### src/rtl/uart_rx_corr_2_if.sv
`default_nettype none
// ============================================================================
//  Module   : uart_rx_corr_2_if
//  Brief    : AXI-Stream style byte channel carried by the UART receiver
//  Revision : 1.0  initial release
// ============================================================================
interface uart_rx_corr_2_if #(
  parameter int DATA_WIDTH = 8
);
  logic [DATA_WIDTH-1:0] tdata;
  logic                  tvalid;
  logic                  tready;

  modport master (output tdata, output tvalid, input tready);
  modport slave  (input tdata, input tvalid, output tready);
endinterface
`default_nettype wire

### src/rtl/uart_rx_corr_2.sv
`default_nettype none
// ============================================================================
//  Module   : uart_rx_corr_2
//  Brief    : LSB-first UART receiver (start, DATA_WIDTH data, one stop) with
//             AXI-Stream output, framing and overrun error pulses.
//  Revision : 1.0  initial release
// ============================================================================
module uart_rx_corr_2 #(
  parameter int DATA_WIDTH = 8,
  parameter bit BIG_ENDIAN = 1'b0
) (
  input  wire logic        clk,
  input  wire logic        rst,
  uart_rx_corr_2_if.master m_axis,
  input  wire logic        rxd,
  output logic             busy,
  output logic             overrun_error,
  output logic             frame_error,
  input  wire logic [15:0] prescale
);

  localparam int CW = $clog2(DATA_WIDTH + 1);

  localparam logic [2:0] S_IDLE   = 3'd0;
  localparam logic [2:0] S_START  = 3'd1;
  localparam logic [2:0] S_DATA   = 3'd2;
  localparam logic [2:0] S_STOP   = 3'd3;
  localparam logic [2:0] S_WAITH  = 3'd4;

  logic                  r_sync1, r_rxd_s;
  logic [2:0]            r_state, w_state_nxt;
  logic [18:0]           r_cnt;
  logic [CW-1:0]         r_bitcnt;
  logic [DATA_WIDTH-1:0] r_shreg, w_payload;
  logic [DATA_WIDTH-1:0] r_tdata;
  logic                  r_tvalid, r_ferr, r_oerr;

  logic [15:0]           w_pre;
  logic [18:0]           w_full_m1, w_half_m1;
  logic                  w_cnt_zero;
  logic                  w_ld_half, w_ld_full, w_shift, w_bit_clr;
  logic                  w_stop_ok, w_stop_bad, w_busy;

  // Prescale of zero behaves like one so the timer never wraps.
  assign w_pre      = (prescale == 16'd0) ? 16'd1 : prescale;
  assign w_full_m1  = {w_pre, 3'b000} - 19'd1;
  assign w_half_m1  = {1'b0, w_pre, 2'b00} - 19'd1;
  assign w_cnt_zero = (r_cnt == 19'd0);

  // Two-flop synchronizer; idles high so reset never looks like a start bit.
  always_ff @(posedge clk) begin
    if (rst) begin
      r_sync1 <= 1'b1;
      r_rxd_s <= 1'b1;
    end else begin
      r_sync1 <= rxd;
      r_rxd_s <= r_sync1;
    end
  end

  // FSM state register.
  always_ff @(posedge clk) begin
    if (rst) r_state <= S_IDLE;
    else     r_state <= w_state_nxt;
  end

  // FSM next-state logic; all bit-level decisions wait for the timer to hit 0.
  always_comb begin
    w_state_nxt = r_state;
    case (r_state)
      S_IDLE:  if (!r_rxd_s) w_state_nxt = S_START;
      S_START: if (w_cnt_zero) w_state_nxt = r_rxd_s ? S_IDLE : S_DATA;
      S_DATA:  if (w_cnt_zero && (r_bitcnt == CW'(DATA_WIDTH - 1))) w_state_nxt = S_STOP;
      S_STOP:  if (w_cnt_zero) w_state_nxt = r_rxd_s ? S_IDLE : S_WAITH;
      S_WAITH: if (r_rxd_s) w_state_nxt = S_IDLE;
      default: w_state_nxt = S_IDLE;
    endcase
  end

  // FSM outputs: timer reloads, shift strobes, stop verdict and busy.
  always_comb begin
    w_ld_half  = 1'b0;
    w_ld_full  = 1'b0;
    w_shift    = 1'b0;
    w_bit_clr  = 1'b0;
    w_stop_ok  = 1'b0;
    w_stop_bad = 1'b0;
    w_busy     = 1'b0;
    case (r_state)
      S_IDLE:  w_ld_half = !r_rxd_s;
      S_START: begin
        w_busy = 1'b1;
        if (w_cnt_zero && !r_rxd_s) begin
          w_ld_full = 1'b1;
          w_bit_clr = 1'b1;
        end
      end
      S_DATA: begin
        w_busy = 1'b1;
        if (w_cnt_zero) begin
          w_shift   = 1'b1;
          w_ld_full = 1'b1;
        end
      end
      S_STOP: begin
        w_busy = 1'b1;
        if (w_cnt_zero) begin
          w_stop_ok  = r_rxd_s;
          w_stop_bad = !r_rxd_s;
        end
      end
      default: ;
    endcase
  end

  // Bit timer, bit index and receive shift register (LSB arrives first).
  always_ff @(posedge clk) begin
    if (rst) begin
      r_cnt    <= 19'd0;
      r_bitcnt <= '0;
      r_shreg  <= '0;
    end else begin
      if (w_ld_half)       r_cnt <= w_half_m1;
      else if (w_ld_full)  r_cnt <= w_full_m1;
      else if (!w_cnt_zero) r_cnt <= r_cnt - 19'd1;

      if (w_bit_clr)    r_bitcnt <= '0;
      else if (w_shift) r_bitcnt <= r_bitcnt + CW'(1);

      if (w_shift) r_shreg <= {r_rxd_s, r_shreg[DATA_WIDTH-1:1]};
    end
  end

  generate
    if (BIG_ENDIAN) begin : g_be
      for (genvar i = 0; i < DATA_WIDTH; i++) begin : g_rev
        assign w_payload[i] = r_shreg[DATA_WIDTH-1-i];
      end
    end else begin : g_le
      assign w_payload = r_shreg;
    end
  endgenerate

  // Stream output and error pulses; a new byte always wins over a pending one.
  always_ff @(posedge clk) begin
    if (rst) begin
      r_tdata  <= '0;
      r_tvalid <= 1'b0;
      r_ferr   <= 1'b0;
      r_oerr   <= 1'b0;
    end else begin
      r_ferr <= w_stop_bad;
      r_oerr <= w_stop_ok && r_tvalid && !m_axis.tready;
      if (w_stop_ok) begin
        r_tdata  <= w_payload;
        r_tvalid <= 1'b1;
      end else if (r_tvalid && m_axis.tready) begin
        r_tvalid <= 1'b0;
      end
    end
  end

  assign m_axis.tdata  = r_tdata;
  assign m_axis.tvalid = r_tvalid;
  assign busy          = w_busy;
  assign frame_error   = r_ferr;
  assign overrun_error = r_oerr;

endmodule
`default_nettype wire
### src/flat_wrapper.sv
// flat-port wrapper written by rule: the top's interface ports become plain ports
module uart_rx_corr_2_flat 
#(
  parameter int DATA_WIDTH = 8,
  parameter bit BIG_ENDIAN = 1'b0
)
  (clk, rst, rxd, busy, overrun_error, frame_error, prescale, m_axis_tdata, m_axis_tvalid, m_axis_tready);
  uart_rx_corr_2_if #(.DATA_WIDTH(DATA_WIDTH)) m_axis_i ();
  input  wire logic clk;
  input  wire logic rst;
  input  wire logic rxd;
  output logic busy;
  output logic overrun_error;
  output logic frame_error;
  input  wire logic [15:0] prescale;
  output wire logic [$bits(m_axis_i.tdata)-1:0] m_axis_tdata;
  output wire logic [$bits(m_axis_i.tvalid)-1:0] m_axis_tvalid;
  input wire logic [$bits(m_axis_i.tready)-1:0] m_axis_tready;
  assign m_axis_tdata = m_axis_i.tdata;
  assign m_axis_tvalid = m_axis_i.tvalid;
  assign m_axis_i.tready = m_axis_tready;
  uart_rx_corr_2 #(.DATA_WIDTH(DATA_WIDTH), .BIG_ENDIAN(BIG_ENDIAN)) u_core (.clk(clk), .rst(rst), .m_axis(m_axis_i), .rxd(rxd), .busy(busy), .overrun_error(overrun_error), .frame_error(frame_error), .prescale(prescale));
endmodule
### config.mk
export PLATFORM = sky130hd
export DESIGN_NAME = uart_rx_corr_2_flat
export DESIGN_NICKNAME = d
export VERILOG_FILES = /design/src/rtl/uart_rx_corr_2_if.sv /design/src/rtl/uart_rx_corr_2.sv /design/src/flat_wrapper.sv
export SDC_FILE = /design/constraint.sdc
export NUM_CORES = 1
export LEC_CHECK = 0
export ABC_CLOCK_PERIOD_IN_PS = 3500
export CORE_MARGIN = 1.5
export CORE_UTILIZATION = 55
export CTS_BUF_LIST = sky130_fd_sc_hd__clkbuf_4 sky130_fd_sc_hd__clkbuf_8 sky130_fd_sc_hd__clkbuf_16
export DETAILED_ROUTE_END_ITERATION = 12
export GPL_TIMING_DRIVEN = 0
export PLACE_DENSITY_LB_ADDON = 0.1
export SYNTH_ARGS = -nofsm -noshare
export SYNTH_HDL_FRONTEND = slang
export SYNTH_SLANG_ARGS = --single-unit
### constraint.sdc
create_clock -name clk -period 3.5 [get_ports clk]
set_input_delay 0.525 -clock clk [delete_from_list [all_inputs] [get_ports clk]]
set_output_delay 0.525 -clock clk [all_outputs]
set_load 0.01 [all_outputs]
# Word level (Yosys, flattened, before mapping)
# Cells that the tools add are included.
[classes] reduce_logical=15 n_mul=0 n_shift=0 n_bitwise=2 mux=23 n_div=0 add_sub_neg=4 eq_ne=11 magnitude_cmp=0
[ops] cell="2-to-1 mux 19 bit" count=3
[ops] cell="subtractor 19 x 1 -> 19 bit (second input constant)" count=2
[ops] cell="logical NOT 19 bit" count=1
[ops] cell="subtractor 18 x 1 -> 19 bit (second input constant)" count=1
[ops] cell="2-to-1 mux 3 bit" count=6
[ops] cell="logical NOT 16 bit" count=1
[ops] cell="2-to-1 mux 16 bit" count=1
[ops] cell="one-hot mux 3 bit (5 select lines)" count=1
[ops] cell="2-to-1 mux 1 bit" count=10
[ops] cell="!= test 2 x 1 -> 1 bit (second input constant)" count=4
[ops] cell="== test 3 x 2 -> 1 bit (second input constant)" count=2
[ops] cell="OR reduction 3 bit" count=2
[ops] cell="logical AND 1 bit" count=5
[ops] cell="AND reduction 5 bit" count=1
[ops] cell="adder 4 x 1 -> 4 bit (second input constant)" count=1
[ops] cell="== test 4 x 3 -> 1 bit (second input constant)" count=1
[ops] cell="== test 3 x 1 -> 1 bit (second input constant)" count=1
[ops] cell="== test 3 bit (second input constant)" count=1
[ops] cell="logical NOT 3 bit" count=1
[ops] cell="!= test 3 bit (second input constant)" count=1
[ops] cell="logical NOT 1 bit" count=2
[ops] cell="2-to-1 mux 2 bit" count=1
[ops] cell="!= test 2 bit (second input constant)" count=1
[ops] cell="NOT 1 bit" count=2
[ops] cell="3 further kinds" count=3
[totals] romBits=0 out_inout_bits=12 latch_bits=0 memories=0 ff_bits=47 input_bits=20 ramBits=0

# Depth between registers and ports, before layout
# Gate-level depths: netlist of run 1.
[logic_depth] ltp_word=6 depth_mapped=9 mapped_depth_nobuf=9

# Worst setup path after synthesis of run 1
# Ideal clock, no wire load.
[synth_timing] kind="input port to flip-flop" start="input prescale[13]" end="register u_core.r_cnt[13]" required_ps=3386 arrival_time_ps=2687 path_slack_ps=699 path_stages=9 path_cell_list="nor4_1 -> and3_1 -> a21oi_1 -> ha_1 -> or3b_2 -> or4_1 -> xnor2_1 -> mux2_2 -> a21o_1"
[synth_via] elab_chain_len=5 word_cells_on_any_way=6 cone_classes="2 x add/sub; 3 x mux; 1 x reduce/logical"
[synth_lines] element="from (decl)" line="flat_wrapper.sv:15" text="input wire logic [15:0] prescale;"
[synth_lines] element="logical NOT 16 bit (*)" line="uart_rx_corr_2.sv:45" text="assign w_pre = (prescale == 16'd0) ? 16'd1 : prescale;"
[synth_lines] element="2-to-1 mux 16 bit (*)" line="uart_rx_corr_2.sv:45"
[synth_lines] element="subtractor 19 x 1 -> 19 bit" line="uart_rx_corr_2.sv:46" text="assign w_full_m1 = {w_pre, 3'b000} - 19'd1;"
[synth_lines] element="2-to-1 mux 19 bit" line="uart_rx_corr_2.sv:124" text="else if (w_ld_full) r_cnt <= w_full_m1;"
[synth_lines] element="2-to-1 mux 19 bit (*)" line="uart_rx_corr_2.sv:123" text="if (w_ld_half) r_cnt <= w_half_m1;"
[synth_lines] element="to (signal assigned)" line="uart_rx_corr_2.sv:123"
[synth_lines] element="to (signal assigned)" line="uart_rx_corr_2.sv:124"
[synth_lines] element="to (signal assigned)" line="uart_rx_corr_2.sv:125" text="else if (!w_cnt_zero) r_cnt <= r_cnt - 19'd1;"
[synth_lines] element="to (decl)" line="uart_rx_corr_2.sv:32" text="logic [18:0] r_cnt;"
# Mark *: on every way between the ends. The rest lies on a longest branch, timed or not.
# A chain may end at the register's enable or synchronous reset.

# Final worst setup path of run 1
[layout_timing] start="input prescale[8]" end="register u_core.r_cnt[13]"
[layout_via] elab_chain_len=5 word_cells_on_any_way=6 cone_classes="2 x add/sub; 3 x mux; 1 x reduce/logical"
[layout_lines] element="logical NOT 16 bit" line="uart_rx_corr_2.sv:45"
[layout_lines] element="2-to-1 mux 16 bit (*)" line="uart_rx_corr_2.sv:45"
[layout_lines] element="subtractor 19 x 1 -> 19 bit" line="uart_rx_corr_2.sv:46"
[layout_lines] element="2-to-1 mux 19 bit" line="uart_rx_corr_2.sv:124"
[layout_lines] element="2-to-1 mux 19 bit (*)" line="uart_rx_corr_2.sv:123"
# Marks and branches as above.

==> metrics.yaml, run 1 <==
min_path_type: "reg2reg"
tritoncts: "done"
synth_flop_cell: "sky130_fd_sc_hd__dfxtp_1"
ctsLongestPathBuffers: 2
worst_pin_slew_ns: 1.237
num_antenna_cells: 0
grt_overflow_total: 0
core_area_sq_um: 4474
final_layout_size_suffix_gt1_share_pct: 7.584
syn-cell-area_sq_um: 2629
row_count: 24
critPathArrivalTime_ns: 3.49
period_share_pct: 93.63
clkLatencyLatePin_ns: 0.31
p_leak_nw: 1.168
detail-route-antenna-nets: 0
die_h_um: 72.14
multi_input_area_sq_um: 1602
die_w_um: 72.14
synth_warnings: 0
die_area_sq_um: 5203
synthesis_stage_register_bit_count: 47
share_clk_of_total_power_pct: 19.7
clock_sinks: 47
globalplace.congestion: 0.8717
post-route-min-period_ns: 3.277
power_frac_comb_pct: 45.1
number_of_flops_mapped_to_enable_cells_by_yosys: 0
ir_worst_vdd_uv: 376.0
layout.cells.most_common: "sky130_fd_sc_hd__dfxtp_1"
clock-skew-final_ns: 0.007513
power.sequential.fraction_pct: 35.2
timing.setup.critical_path_class: "in2reg"
floorplan.initialDensity_pct: 58.75
ios: 32
via_per_inst: 6.243
synth_cells: 317
globalRouteTotalUtil_pct: 25.54
cts_setup_buffers: 0
clock_tree.root_cell: "sky130_fd_sc_hd__clkbuf_8"
setup_repair_after_global_routing_missed_its_margin: "false"
finalHoldViolations: 0
area_growth_pct: 18.80
critical_path_required_ns: 3.71
place.port_buffers: 31
final-setup-viol-count: 0
placedInstanceArea_sq_um: 3004
initialDrtViolationCount: 207
first_global_vias: 2270
placed_cells_incl_taps: 400
via_count: 2547
synth_area_per_cell_sq_um: 8.293
num-fill-cells: 383
cp-start-kind: "primary input"
drc: 0
drt-total-wl_mm: 6.191
fmax_mhz: 305.2
clkTransAtPathRegs_ns: 0.09
final_core_utilization_pct: 69.80
cts_made_buffers: 5
cts.htree.levels: 2
synth_async_sr_flop_share_pct: 0
maxCapViolations: 0
p_switching_mw: 0.8476
first_pass_grt_wire_length_mm: 10.54
grt_max_degree: 17
nNetsFinal: 379
relSlewSlack_pct: 16.79
crit_path_max_fanout: 6
synthDistinctLibCells: 53
setup.worst_path.end_class: "flip-flop"
regArea_sq_um: 940.9
drv_slew: 0
total_power_mw: 2.079
layout.cells.non_filler: 408
final_cell_mix: "sky130_fd_sc_hd__dfxtp_1, sky130_fd_sc_hd__nand2_1, sky130_fd_sc_hd__clkdlybuf4s50_1"
drtPass1Iterations: 4
internal-power_mw: 1.232
p_sw_share_pct: 40.76
antenna_violations_before_repair: 0
final_area_sq_um: 3123
synth_fp_nets: 341
post_detailed_route_wirelength_per_cell_um: 15.17
yosysSeqAreaShare_pct: 35.79
p_per_area_nw_per_um2: 665.8
cts_resized: 0
status: "completed"
postCtsHoldBufs: 0
hpwl_mm: 4.665
[registers in the layout (all words and copies together), names as in the netlist]
signal                cells
u_core.r_cnt             19
u_core.m_axis.tdata       8
u_core.r_shreg            8
u_core.r_bitcnt           4
u_core.r_state            3
u_core.frame_error        1
u_core.m_axis.tvalid      1
u_core.overrun_error      1
u_core.r_rxd_s            1
u_core.r_sync1            1
[final timing paths]
kind | depth (start not counted) | to | slack, ns | start
worst max-delay path | 10 | u_core.r_cnt[13]$_SDFFE_PP0P_ | 0.22 | prescale[8]
worst min-delay path | 1 | u_core.r_rxd_s$_SDFF_PP1_ | 0.43 | u_core.r_sync1$_SDFF_PP1_
worst max register to register | 7 | u_core.r_cnt[7]$_SDFFE_PP0P_ | 0.62 | u_core.r_rxd_s$_SDFF_PP1_
worst min register to register | 1 | u_core.r_rxd_s$_SDFF_PP1_ | 0.43 | u_core.r_sync1$_SDFF_PP1_
[critical path, stage by stage]
cell and delay [ns]:
sky130_fd_sc_hd__clkdlybuf4s50_1 0.58, sky130_fd_sc_hd__nor4_1 0.14, sky130_fd_sc_hd__and3_1 0.23, sky130_fd_sc_hd__a21oi_2 0.21, sky130_fd_sc_hd__ha_1 0.23, sky130_fd_sc_hd__or3b_2 0.52
sky130_fd_sc_hd__or4_1 0.43, sky130_fd_sc_hd__xnor2_1 0.18, sky130_fd_sc_hd__mux2_2 0.27, sky130_fd_sc_hd__a21o_1 0.17
[cell families after synthesis]
family,Yosys count,synth area share (%)
AND/OR/NAND/NOR,140,27.51
AO/OA/AOI/OAI,66,17.94
flip-flops,47,35.79
XOR/XNOR,24,7.996
buffers and inverters,22,3.427
multiplexers,14,5.426
adder cells (fa/ha/maj),4,1.904
[layout make-up]
type | instances | area share (%)
sequential | 47 | 30.13
tap | 52 | 2.083
clock inverter | 3 | 1.482
multi-input combinational | 248 | 51.28
buffer | 17 | 2.284
timing repair buffer | 31 | 9.936
inverter | 5 | 0.6010
clock buffer | 5 | 2.204
[stage by stage]
stage               hold slack [ns]  setup TNS, ns  setup slack, ns
floorplan                    0.3895              0           0.6988
global placement             0.4055        -0.1436          -0.1436
detailed placement           0.4057        -0.1578          -0.1578
CTS                          0.4318              0           0.1477
global route                 0.4382              0          0.04176
finish                       0.4267              0           0.2231
[cell usage after synthesis, types with 3 or more instances]
cell type,n,share of area (%)
sky130_fd_sc_hd__a211oi_1,3,0.86
sky130_fd_sc_hd__a21oi_1,22,4.2
sky130_fd_sc_hd__a22oi_1,4,1.1
sky130_fd_sc_hd__a31oi_1,4,0.95
sky130_fd_sc_hd__a32o_1,3,1.1
sky130_fd_sc_hd__and3_1,3,0.71
sky130_fd_sc_hd__buf_2,6,1.1
sky130_fd_sc_hd__clkbuf_1,11,1.6
sky130_fd_sc_hd__dfxtp_1,47,36
sky130_fd_sc_hd__ha_1,4,1.9
sky130_fd_sc_hd__inv_1,5,0.71
sky130_fd_sc_hd__mux2i_1,12,4.6
sky130_fd_sc_hd__nand2_1,33,4.7
sky130_fd_sc_hd__nand3_1,18,3.4
sky130_fd_sc_hd__nand4_1,5,1.2
sky130_fd_sc_hd__nor2_1,29,4.1
sky130_fd_sc_hd__nor3_1,10,1.9
sky130_fd_sc_hd__nor4_1,11,2.6
sky130_fd_sc_hd__o21ai_0,7,1.3
sky130_fd_sc_hd__o41ai_1,3,1.0
sky130_fd_sc_hd__or2_2,3,0.71
sky130_fd_sc_hd__or3_1,5,1.2
sky130_fd_sc_hd__or4_1,8,2.3
sky130_fd_sc_hd__xnor2_1,17,5.7
sky130_fd_sc_hd__xor2_1,7,2.3
[power by group through the flow]
stage,Combinational (mW),Sequential (mW),Clock (mW)
2_1_floorplan,0.722,0.712,0
3_3_place_gp,0.899,0.735,0
3_5_place_dp,0.911,0.740,0
4_1_cts,0.922,0.729,0.414
5_1_grt,1.04,0.746,0.432
6_report,0.937,0.732,0.410
[routing by layer]
layer  routed length [um]  GRT usage [%]  part of all wire [%]
met1                 3019          36.86                    49
met5                    0              0                     0
met4                   57          7.128                  0.92
met2                 2723          39.51                    44
met3                  390          4.583                   6.3
Power figures use the tool's default switching activity.
==> inputs of run 2 (changes only) <==
--- a/config.mk
+++ b/config.mk
@@ -8,7 +8,7 @@
 export ABC_CLOCK_PERIOD_IN_PS = 3500
 export CORE_MARGIN = 1.5
 export CORE_UTILIZATION = 55
-export CTS_BUF_LIST = sky130_fd_sc_hd__clkbuf_4 sky130_fd_sc_hd__clkbuf_8 sky130_fd_sc_hd__clkbuf_16
+export CTS_BUF_LIST = sky130_fd_sc_hd__clkbuf_16
 export DETAILED_ROUTE_END_ITERATION = 12
 export GPL_TIMING_DRIVEN = 0
 export PLACE_DENSITY_LB_ADDON = 0.1
==> run 2 against run 1 <==
Against the previous run:
- utilization rose by 1.3 points
- critical path type unchanged
- cell count did not move
- critical path depth did not move
- final area rose by 1.8%
- flip-flop and latch count did not move
==> metrics.yaml, run 2 (same netlist as run 1, synthesis figures left out) <==
timing.setup.critical_path_class: "in2reg"
critPathSlowestCell: "sky130_fd_sc_hd__clkdlybuf4s50_1"
final-setup-viol-count: 0  # unchanged
nNetsFinal: 379  # unchanged
tritoncts: "done"
globalplace.congestion: 0.8717  # unchanged
p_leak_nw: 1.193  # +2.2%
whs_path_cells: 1  # unchanged
row_count: 24  # unchanged
clock_sinks: 47  # unchanged
max_reg_flops: 19  # unchanged
final_layout_size_suffix_gt1_share_pct: 7.584  # unchanged
worst_pin_slew_ns: 1.313  # +0.07659 ns
first_pass_grt_wire_length_mm: 10.74  # +1.9%
detail-route-antenna-nets: 0  # unchanged
num_antenna_cells: 0  # unchanged
hold_crit_start: "u_core.r_sync1$_SDFF_PP1_"
final_cell_mix: "sky130_fd_sc_hd__dfxtp_1, sky130_fd_sc_hd__nand2_1, sky130_fd_sc_hd__clkdlybuf4s50_1"
relSlewSlack_pct: 11.64  # -5.2 points
drt-total-wl_mm: 6.360  # +2.7%
critPathArrivalTime_ns: 3.49  # about the same
p_per_area_nw_per_um2: 700.6  # +5.2%
totalNegativeSetupSlack_ns: 0  # unchanged
largest-register: "u_core.r_cnt"
antenna_violations_before_repair: 0  # unchanged
via_count: 2551  # +0.16%
grt_max_degree: 17  # unchanged
clock_tree.root_cell: "sky130_fd_sc_hd__clkbuf_16"
period_share_pct: 94.42  # +0.79 points
setup_repair_after_global_routing_missed_its_margin: "false"
num-fill-cells: 366  # -4.4%
clkTransAtPathRegs_ns: 0.07  # -0.02 ns
fin_worst_hold_slack_ns: 0.4204  # -0.006316 ns
postCtsHoldBufs: 0  # unchanged
multi_input_area_sq_um: 1602  # unchanged
floorplan.initialDensity_pct: 58.75  # unchanged
hold_path_end: "u_core.r_rxd_s$_SDFF_PP1_"
regToRegSetupSlack_ns: 0.61  # about the same
worst_r2r_path_depth: 7  # unchanged
cts_resized: 0  # unchanged
cts_setup_buffers: 0  # unchanged
crit_path_max_fanout: 6  # unchanged
min_path_type: "reg2reg"
die_h_um: 72.14  # unchanged
critPathTopFamily: "simple AND/OR/NAND/NOR gates"
critical_path_required_ns: 3.68  # -0.03 ns
hpwl_mm: 4.665  # unchanged
worstReg2RegEnd: "u_core.r_cnt[7]$_SDFFE_PP0P_"
cts_made_buffers: 5  # unchanged
setup.worst_path.end_class: "flip-flop"
drv_slew: 0  # unchanged
cts.htree.levels: 2  # unchanged
layout.cells.most_common: "sky130_fd_sc_hd__dfxtp_1"
clkLatencyLatePin_ns: 0.29  # -0.02 ns
critPathBufInv: 1  # unchanged
die_area_sq_um: 5203  # unchanged
fmax_mhz: 302.6  # -0.84%
first_global_vias: 2298  # +1.2%
critical_path.cell_chain: "clkdlybuf4s50_1 > nor4_1 > and3_1 > a21oi_2 > ha_1 > or3b_2 > or4_1 > xnor2_1 > mux2_2 > a21o_1"
ios: 32  # unchanged
drc: 0  # unchanged
area_growth_pct: 20.94
drtPass1Iterations: 4  # unchanged
via_per_inst: 6.252  # +0.16%
crit_path_max_incr_delay_ns: 0.58  # about the same
maxCapViolations: 0  # unchanged
ir_worst_vdd_uv: 381.1  # +1.4%
core_area_sq_um: 4474  # unchanged
clock-skew-final_ns: 0.004841  # -0.002671 ns
die_w_um: 72.14  # unchanged
place.port_buffers: 31  # unchanged
globalRouteTotalUtil_pct: 26.08  # +0.54 points
r2r-start: "u_core.r_rxd_s$_SDFF_PP1_"
initialDrtViolationCount: 189  # -8.7%
regArea_sq_um: 940.9  # unchanged
post-route-min-period_ns: 3.305  # +0.02782 ns
total_power_mw: 2.227  # +7.1%
status: "completed"
finalHoldViolations: 0  # unchanged
ctsLongestPathBuffers: 2  # unchanged
cp-start-kind: "primary input"
grt_overflow_total: 0  # unchanged
post_detailed_route_wirelength_per_cell_um: 15.59  # +2.7%
run 2: changes by cell type in the layout (fill, tap and decap cells not counted):
cell | before | now
sky130_fd_sc_hd__clkbuf_8 | 5 | 0
sky130_fd_sc_hd__clkbuf_16 | 0 | 5
run 2: final cells by class:
type / count / share of cell area, %
multi-input cells: 248 / 50.37
flip-flops and latches: 47 / 29.59
repair buffers: 31 / 9.760
clock buffers: 5 / 3.935
plain buffers: 17 / 2.243
well taps: 52 / 2.046
clock inverters: 3 / 1.456
inverters: 5 / 0.5903
run 2: worst max-delay path by stage:
stage                      start                             to  cells after the start
floorplan           prescale[13]  u_core.r_cnt[13]$_SDFFE_PP0P_                      9
global placement     prescale[8]  u_core.r_cnt[13]$_SDFFE_PP0P_                     10
detailed placement   prescale[8]  u_core.r_cnt[13]$_SDFFE_PP0P_                     10
CTS                  prescale[8]  u_core.r_cnt[13]$_SDFFE_PP0P_                     10
global route         prescale[4]  u_core.r_cnt[13]$_SDFFE_PP0P_                     10
finish               prescale[8]  u_core.r_cnt[13]$_SDFFE_PP0P_                     10
run 2: worst reg2reg max path: stages, from the launching register on:
cell	delay, ns
sky130_fd_sc_hd__dfxtp_1	0.30
sky130_fd_sc_hd__clkbuf_1	0.21
sky130_fd_sc_hd__or3b_2	0.53
sky130_fd_sc_hd__a2111oi_1	0.89
sky130_fd_sc_hd__a21oi_1	0.20
sky130_fd_sc_hd__clkbuf_1	0.32
sky130_fd_sc_hd__a22oi_1	0.24
sky130_fd_sc_hd__a21oi_1	0.09
run 2: layer usage:
metal  GRT usage (%)  share of wire [%]
met5               0                  0
met4           6.918                1.3
met3           5.278                6.9
met2           40.12                 44
met1           37.55                 48
run 2: per-stage QoR:
stage	worst slack [ns]	area, sq um	util, %	instances
after detailed placement	-0.1578	3004	67.14	400
after global placement	-0.1436	3004	67.14	400
final	0.1952	3179	71.06	408
after CTS	0.1256	3176	70.97	408
after floorplan	0.6988	2629	-	317
after global routing	0.01940	3179	71.06	408
run 2: power by group:
part	total [mW]	switching, mW	internal (mW)
clock	0.547	0.207	0.339
combinational	0.944	0.555	0.389
sequential	0.737	0.108	0.629
